<file path="config.mk">
export PLATFORM = sky130hd
export DESIGN_NAME = soc_system_clk_enable_bank
export DESIGN_NICKNAME = d
export VERILOG_FILES = /design/src/rtl/soc_system_clk_enable_bank.sv
export SDC_FILE = /design/constraint.sdc
export NUM_CORES = 1
export LEC_CHECK = 0
export BUFFER_PORTS_ARGS = -buffer_cell sky130_fd_sc_hd__buf_4
export CAP_MARGIN = 20
export CORE_ASPECT_RATIO = 0.7
export CORE_MARGIN = 2
export CORE_UTILIZATION = 25
export CTS_CLUSTER_DIAMETER = 150
export DETAILED_ROUTE_END_ITERATION = 8
export GPL_TIMING_DRIVEN = 0
export PLACE_DENSITY = 0.43
export SYNTH_ARGS = -nofsm -noshare
export SYNTH_HDL_FRONTEND = slang
export SYNTH_HIERARCHICAL = 1
export SYNTH_SLANG_ARGS = --single-unit
</file>
<file path="constraint.sdc">
create_clock -name clk -period 3.9 [get_ports clk]
set_input_delay 1.17 -clock clk [delete_from_list [all_inputs] [get_ports clk]]
set_output_delay 1.17 -clock clk [all_outputs]
set_load 0.05 [all_outputs]
</file>
<file path="src/rtl/soc_system_clk_enable_bank.sv">
// Lock-supervised bank of phase-aligned clock-enable strobes and divided clocks.
// One down-counter per channel; all channels reload together so phases stay aligned.

module soc_system_clk_enable_bank_ch #(
  parameter int CNT_W = 16
) (
  input  logic             clk,
  input  logic             reset_n,
  input  logic             run,
  input  logic             reload,
  input  logic             en,
  input  logic [CNT_W-1:0] ratio,
  input  logic [CNT_W-1:0] phase,
  output logic             ce,
  output logic             div_out
);
  logic [CNT_W-1:0] cnt, neff, peff;

  always_comb begin
    neff = (ratio == '0) ? CNT_W'(1) : ratio;
    peff = (phase < neff) ? phase : neff - CNT_W'(1);
  end

  always_ff @(posedge clk) begin
    if (!reset_n) begin
      cnt     <= '0;
      ce      <= 1'b0;
      div_out <= 1'b0;
    end else if (reload) begin
      cnt     <= peff;
      ce      <= 1'b0;
      div_out <= 1'b0;
    end else if (!run) begin
      ce      <= 1'b0;
      div_out <= 1'b0;
    end else if (!en) begin
      cnt     <= peff;
      ce      <= 1'b0;
      div_out <= 1'b0;
    end else if (cnt == '0) begin
      cnt     <= neff - CNT_W'(1);
      ce      <= 1'b1;
      div_out <= (neff != CNT_W'(1));
    end else begin
      cnt     <= cnt - CNT_W'(1);
      ce      <= 1'b0;
      // high only after a ce, for counter values neff-1 down to floor(neff/2)
      div_out <= div_out && ((cnt - CNT_W'(1)) >= (neff >> 1));
    end
  end
endmodule

module soc_system_clk_enable_bank #(
  parameter int NUM_CH        = 6,
  parameter int CNT_W         = 16,
  parameter int SETTLE_CYCLES = 1024,
  parameter int DEF_RATIO     = 4
) (
  input  logic                    clk,
  input  logic                    reset_n,
  input  logic                    pll_locked,
  input  logic [NUM_CH*CNT_W-1:0] cfg_ratio,
  input  logic [NUM_CH*CNT_W-1:0] cfg_phase,
  input  logic                    cfg_load,
  input  logic [NUM_CH-1:0]       ch_enable,
  output logic                    locked_sync,
  output logic                    running,
  output logic [NUM_CH-1:0]       ce,
  output logic [NUM_CH-1:0]       div_out
);
  localparam int SW = $clog2(SETTLE_CYCLES + 1);
  // counter reaches SETTLE_CYCLES-1 on the edge that enters RUN
  localparam logic [SW-1:0] SETTLE_LAST = SW'((SETTLE_CYCLES >= 2) ? SETTLE_CYCLES - 2 : 0);

  typedef enum logic [1:0] {WAIT_LOCK, SETTLE, RUN} state_t;

  state_t                        state;
  logic                          sync_q;
  logic [SW-1:0]                 settle_cnt;
  logic                          reload_pend;
  logic [NUM_CH-1:0][CNT_W-1:0]  sh_ratio, sh_phase;
  logic                          run_act, enter_run, reload;

  assign run_act   = (state == RUN) && locked_sync;
  assign enter_run = locked_sync &&
                     (((state == WAIT_LOCK) && (SETTLE_CYCLES == 1)) ||
                      ((state == SETTLE) && (settle_cnt == SETTLE_LAST)));
  assign reload    = enter_run || (run_act && reload_pend);

  always_ff @(posedge clk) begin
    if (!reset_n) begin
      sync_q      <= 1'b0;
      locked_sync <= 1'b0;
      state       <= WAIT_LOCK;
      settle_cnt  <= '0;
      running     <= 1'b0;
      reload_pend <= 1'b0;
      sh_ratio    <= {NUM_CH{CNT_W'(DEF_RATIO)}};
      sh_phase    <= '0;
    end else begin
      sync_q      <= pll_locked;
      locked_sync <= sync_q;
      reload_pend <= run_act && cfg_load;
      if (cfg_load) begin
        sh_ratio <= cfg_ratio;
        sh_phase <= cfg_phase;
      end
      if (!locked_sync) begin
        state   <= WAIT_LOCK;
        running <= 1'b0;
      end else begin
        case (state)
          WAIT_LOCK: begin
            settle_cnt <= '0;
            if (enter_run) begin
              state   <= RUN;
              running <= 1'b1;
            end else begin
              state <= SETTLE;
            end
          end
          SETTLE: begin
            settle_cnt <= settle_cnt + SW'(1);
            if (enter_run) begin
              state   <= RUN;
              running <= 1'b1;
            end
          end
          RUN:     running <= 1'b1;
          default: state   <= WAIT_LOCK;
        endcase
      end
    end
  end

  for (genvar i = 0; i < NUM_CH; i++) begin : g_ch
    soc_system_clk_enable_bank_ch #(.CNT_W(CNT_W)) u_ch (
      .clk     (clk),
      .reset_n (reset_n),
      .run     (run_act),
      .reload  (reload),
      .en      (ch_enable[i]),
      .ratio   (sh_ratio[i]),
      .phase   (sh_phase[i]),
      .ce      (ce[i]),
      .div_out (div_out[i])
    );
  end
endmodule

</file>
==> results_dict.tcl <==
set metrics [dict create \
    synth_edf_count 0 \
    slew_headroom_pct 29.0 \
    die_w_um 372 \
    synth_top_area_share_pct 26.7 \
    cp_num_buf_inv 1 \
    portBuffers 214 \
    crit_top_cell "a211oi_1" \
    coreArea_um2 94100 \
    clk_latency_ns 0.60 \
    clockBufferDepth 3 \
    wl_met1_um 48200 \
    htreeDepth 2 \
    hpwl_um 72700 \
    antenna_found_initial 9 \
    hold_class "flop to flop" \
    wl_met2_um 37600 \
    drv_slew 0 \
    yosys_register_bits 317 \
    grt_pass1_vias 20766 \
    rows 94 \
    synth_area_leaders "dfxtp_1 (27%), ha_1 (11%), mux2i_1 (9.6%), nor2b_1 (5.2%), xnor2_1 (3.0%)" \
    status "complete, no violations" \
    ir_drop_v 0.000293 \
    synth-seq-area-share_pct 26.7 \
    dp.cells 4230 \
    synth.net_count 3175 \
    syn_area_um2 23700 \
    vias 22019 \
    drt_pass1_iterations 5 \
    place.gp.congestion 0.865 \
    ios 216 \
    drive_gt1_share_pct 14.8 \
    grt_usage_pct 18.8 \
    yosysTopAreaCell "dfxtp_1" \
    worstSetupPathType "flop to flop" \
    wl_met3_um 6710 \
    cts-root-buf "clkbuf_16" \
    die_h_um 262 \
    critPathLaunchType "flop" \
    wl_per_cell_um 21.8 \
    fin_nets 3434 \
    rsz0062_at_grt "false" \
    grt.overflow.total 0 \
    post-route-period-util_pct 92.7 \
    clock_skew_ns 0.0239 \
    syn_avg_cell_area_um2 8.58 \
    crit_path_end_kind "flop" \
    final_area_um2 28500 \
    power_mw 9.75 \
    cpMaxStageDelayCell "nor3b_1" \
    drt-vias-per-instance 5.11 \
    die_area_um2 97500 \
    start_util_pct 25.2 \
    crit_chain "nor4_4, and3_4, a21o_1, inv_1, ha_1, nor3b_1, a31oi_1, a211oi_1, a211oi_1, a21boi_0, nand3b_1" \
    cts_tree "yes" \
    min_period_ns 3.62 \
    cp_data_arrival_time_ns 4.09 \
    top_layer "met5" \
    fin_cells 4311 \
    finalSetupViolCount 0 \
    synth_common_cells "dfxtp_1 (317), mux2i_1 (227), ha_1 (206)" \
    cp_top_family "simple AND/OR/NAND/NOR gates" \
    postCtsHoldBufs 0 \
    timing.fmax_mhz 277 \
    clock_sinks 317 \
    grt_max_degree 33 \
    clkTransAtPathRegs_ns 0.06 \
    max-cap-violations 0 \
    p_leak_nw 11.5 \
    fin_util_pct 30.3 \
    post-synth-top-count-cell "dfxtp_1" \
    async_reset_ff_share_pct 0 \
    critical_path_required_ns 4.38 \
    yosys_warnings 6 \
    critPathMaxFanout 8 \
    grt_pass1_wl_um 138000 \
    drc 0 \
    syn2layout_area_growth_pct 19.9 \
    ys_types 85 \
    tightest_slew_ns 1.06 \
    cts_inserted_buffers 42 \
    finalHoldViolations 0 \
    ant_nets 0 \
    power.density_nw_per_um2 343 \
    synth_top_flop_cell "dfxtp_1" \
    totalWireLength_um 93800 \
    holdWs_ns 0.435 \
    max_stage_delay_ns 0.83 \
    placed_area_um2 26900 \
    synth_cells 2767 \
    drt_iter0_markers 1923 \
]
==> layout by cell type (no fill, tap or decap), types with 28 or more instances in the layout <==
cell type,n
a21o_1,52
a21oi_1,128
a31oi_1,30
buf_2,36
buf_4,217
clkbuf_1,80
clkbuf_16,43
dfxtp_1,317
ha_1,206
inv_1,144
mux2i_1,227
nand2_1,163
nand3_1,116
nand4_1,58
nor2_1,134
nor2b_1,199
nor3_1,53
nor4_1,52
o211ai_1,57
o21a_1,45
o21ai_0,110
o21ai_1,28
xnor2_1,82
xor2_1,29
==> final timing paths <==
path / start / endpoint / slack [ns] / depth (start not counted)
hold / removal: sync_q / locked_sync / 0.44 / 1
setup / recovery: sh_ratio[66] / g_ch[4].u_ch/cnt[12] / 0.28 / 11
setup reg to reg: sh_ratio[66] / g_ch[4].u_ch/cnt[12] / 0.28 / 11
hold reg to reg: sync_q / locked_sync / 0.44 / 1
==> kinds of logic after synthesis <==
kind of cell	Yosys count	synth area share, %
AOI/OAI and AO/OA	668	20.1
xor gates and xnor gates	111	4.09
adders and majority gates	206	10.9
buffers and inverters	277	5.00
DFF	317	26.7
muxes	232	9.81
and+or+nand+nor	956	23.4
==> area by class of cell <==
type / count / area [um^2]
fillers: 10086 / 65600
multi-input cells: 2173 / 16200
flip-flops and latches: 317 / 6350
repair buffers: 215 / 1620
well taps: 1248 / 1560
clock buffers: 52 / 1170
plain buffers: 129 / 632
inverters: 148 / 556
clock inverters: 26 / 349
diodes: 3 / 7.51
==> what timing repair did <==
action	4_1_cts	5_1_grt
setup endpoints to repair	34	19
buffers inserted	0	0
endpoints found under the hold margin	0	0
resized for setup	1	1
==> power by group <==
| part | leakage (nW) | total [mW] | internal (mW) | switching, mW |
|---|---|---|---|---|
| sequential | 2.59 | 3.55 | 3.36 | 0.194 |
| clock | 0.743 | 4.37 | 2.61 | 1.76 |
| combinational | 8.19 | 1.82 | 0.737 | 1.09 |
==> metal layers <==
layer	GRT usage (%)	vias to the layer above
met5	0	-
met3	4.26	78
met2	26.1	667
li1	-	10818
met1	29.0	10450
met4	3.93	6
==> sequential cells by signal (all words and copies together) (netlist names) <==
signal / flops
g_ch.u_ch/cnt: 96
sh_phase: 96
sh_ratio: 96
settle_cnt: 11
g_ch.u_ch/ce: 6
g_ch.u_ch/div_out: 6
state: 2
locked_sync: 1
reload_pend: 1
running: 1
sync_q: 1
==> through the flow <==
step	worst slack [ns]	setup TNS, ns
after floorplan	0.900	0
after global placement	-1.31	-118.54
after detailed placement	-0.132	-2.20
after CTS	0.164	0
after global routing	0.0855	0
final	0.284	0
Note: power is estimated with default switching activity, not from simulation.
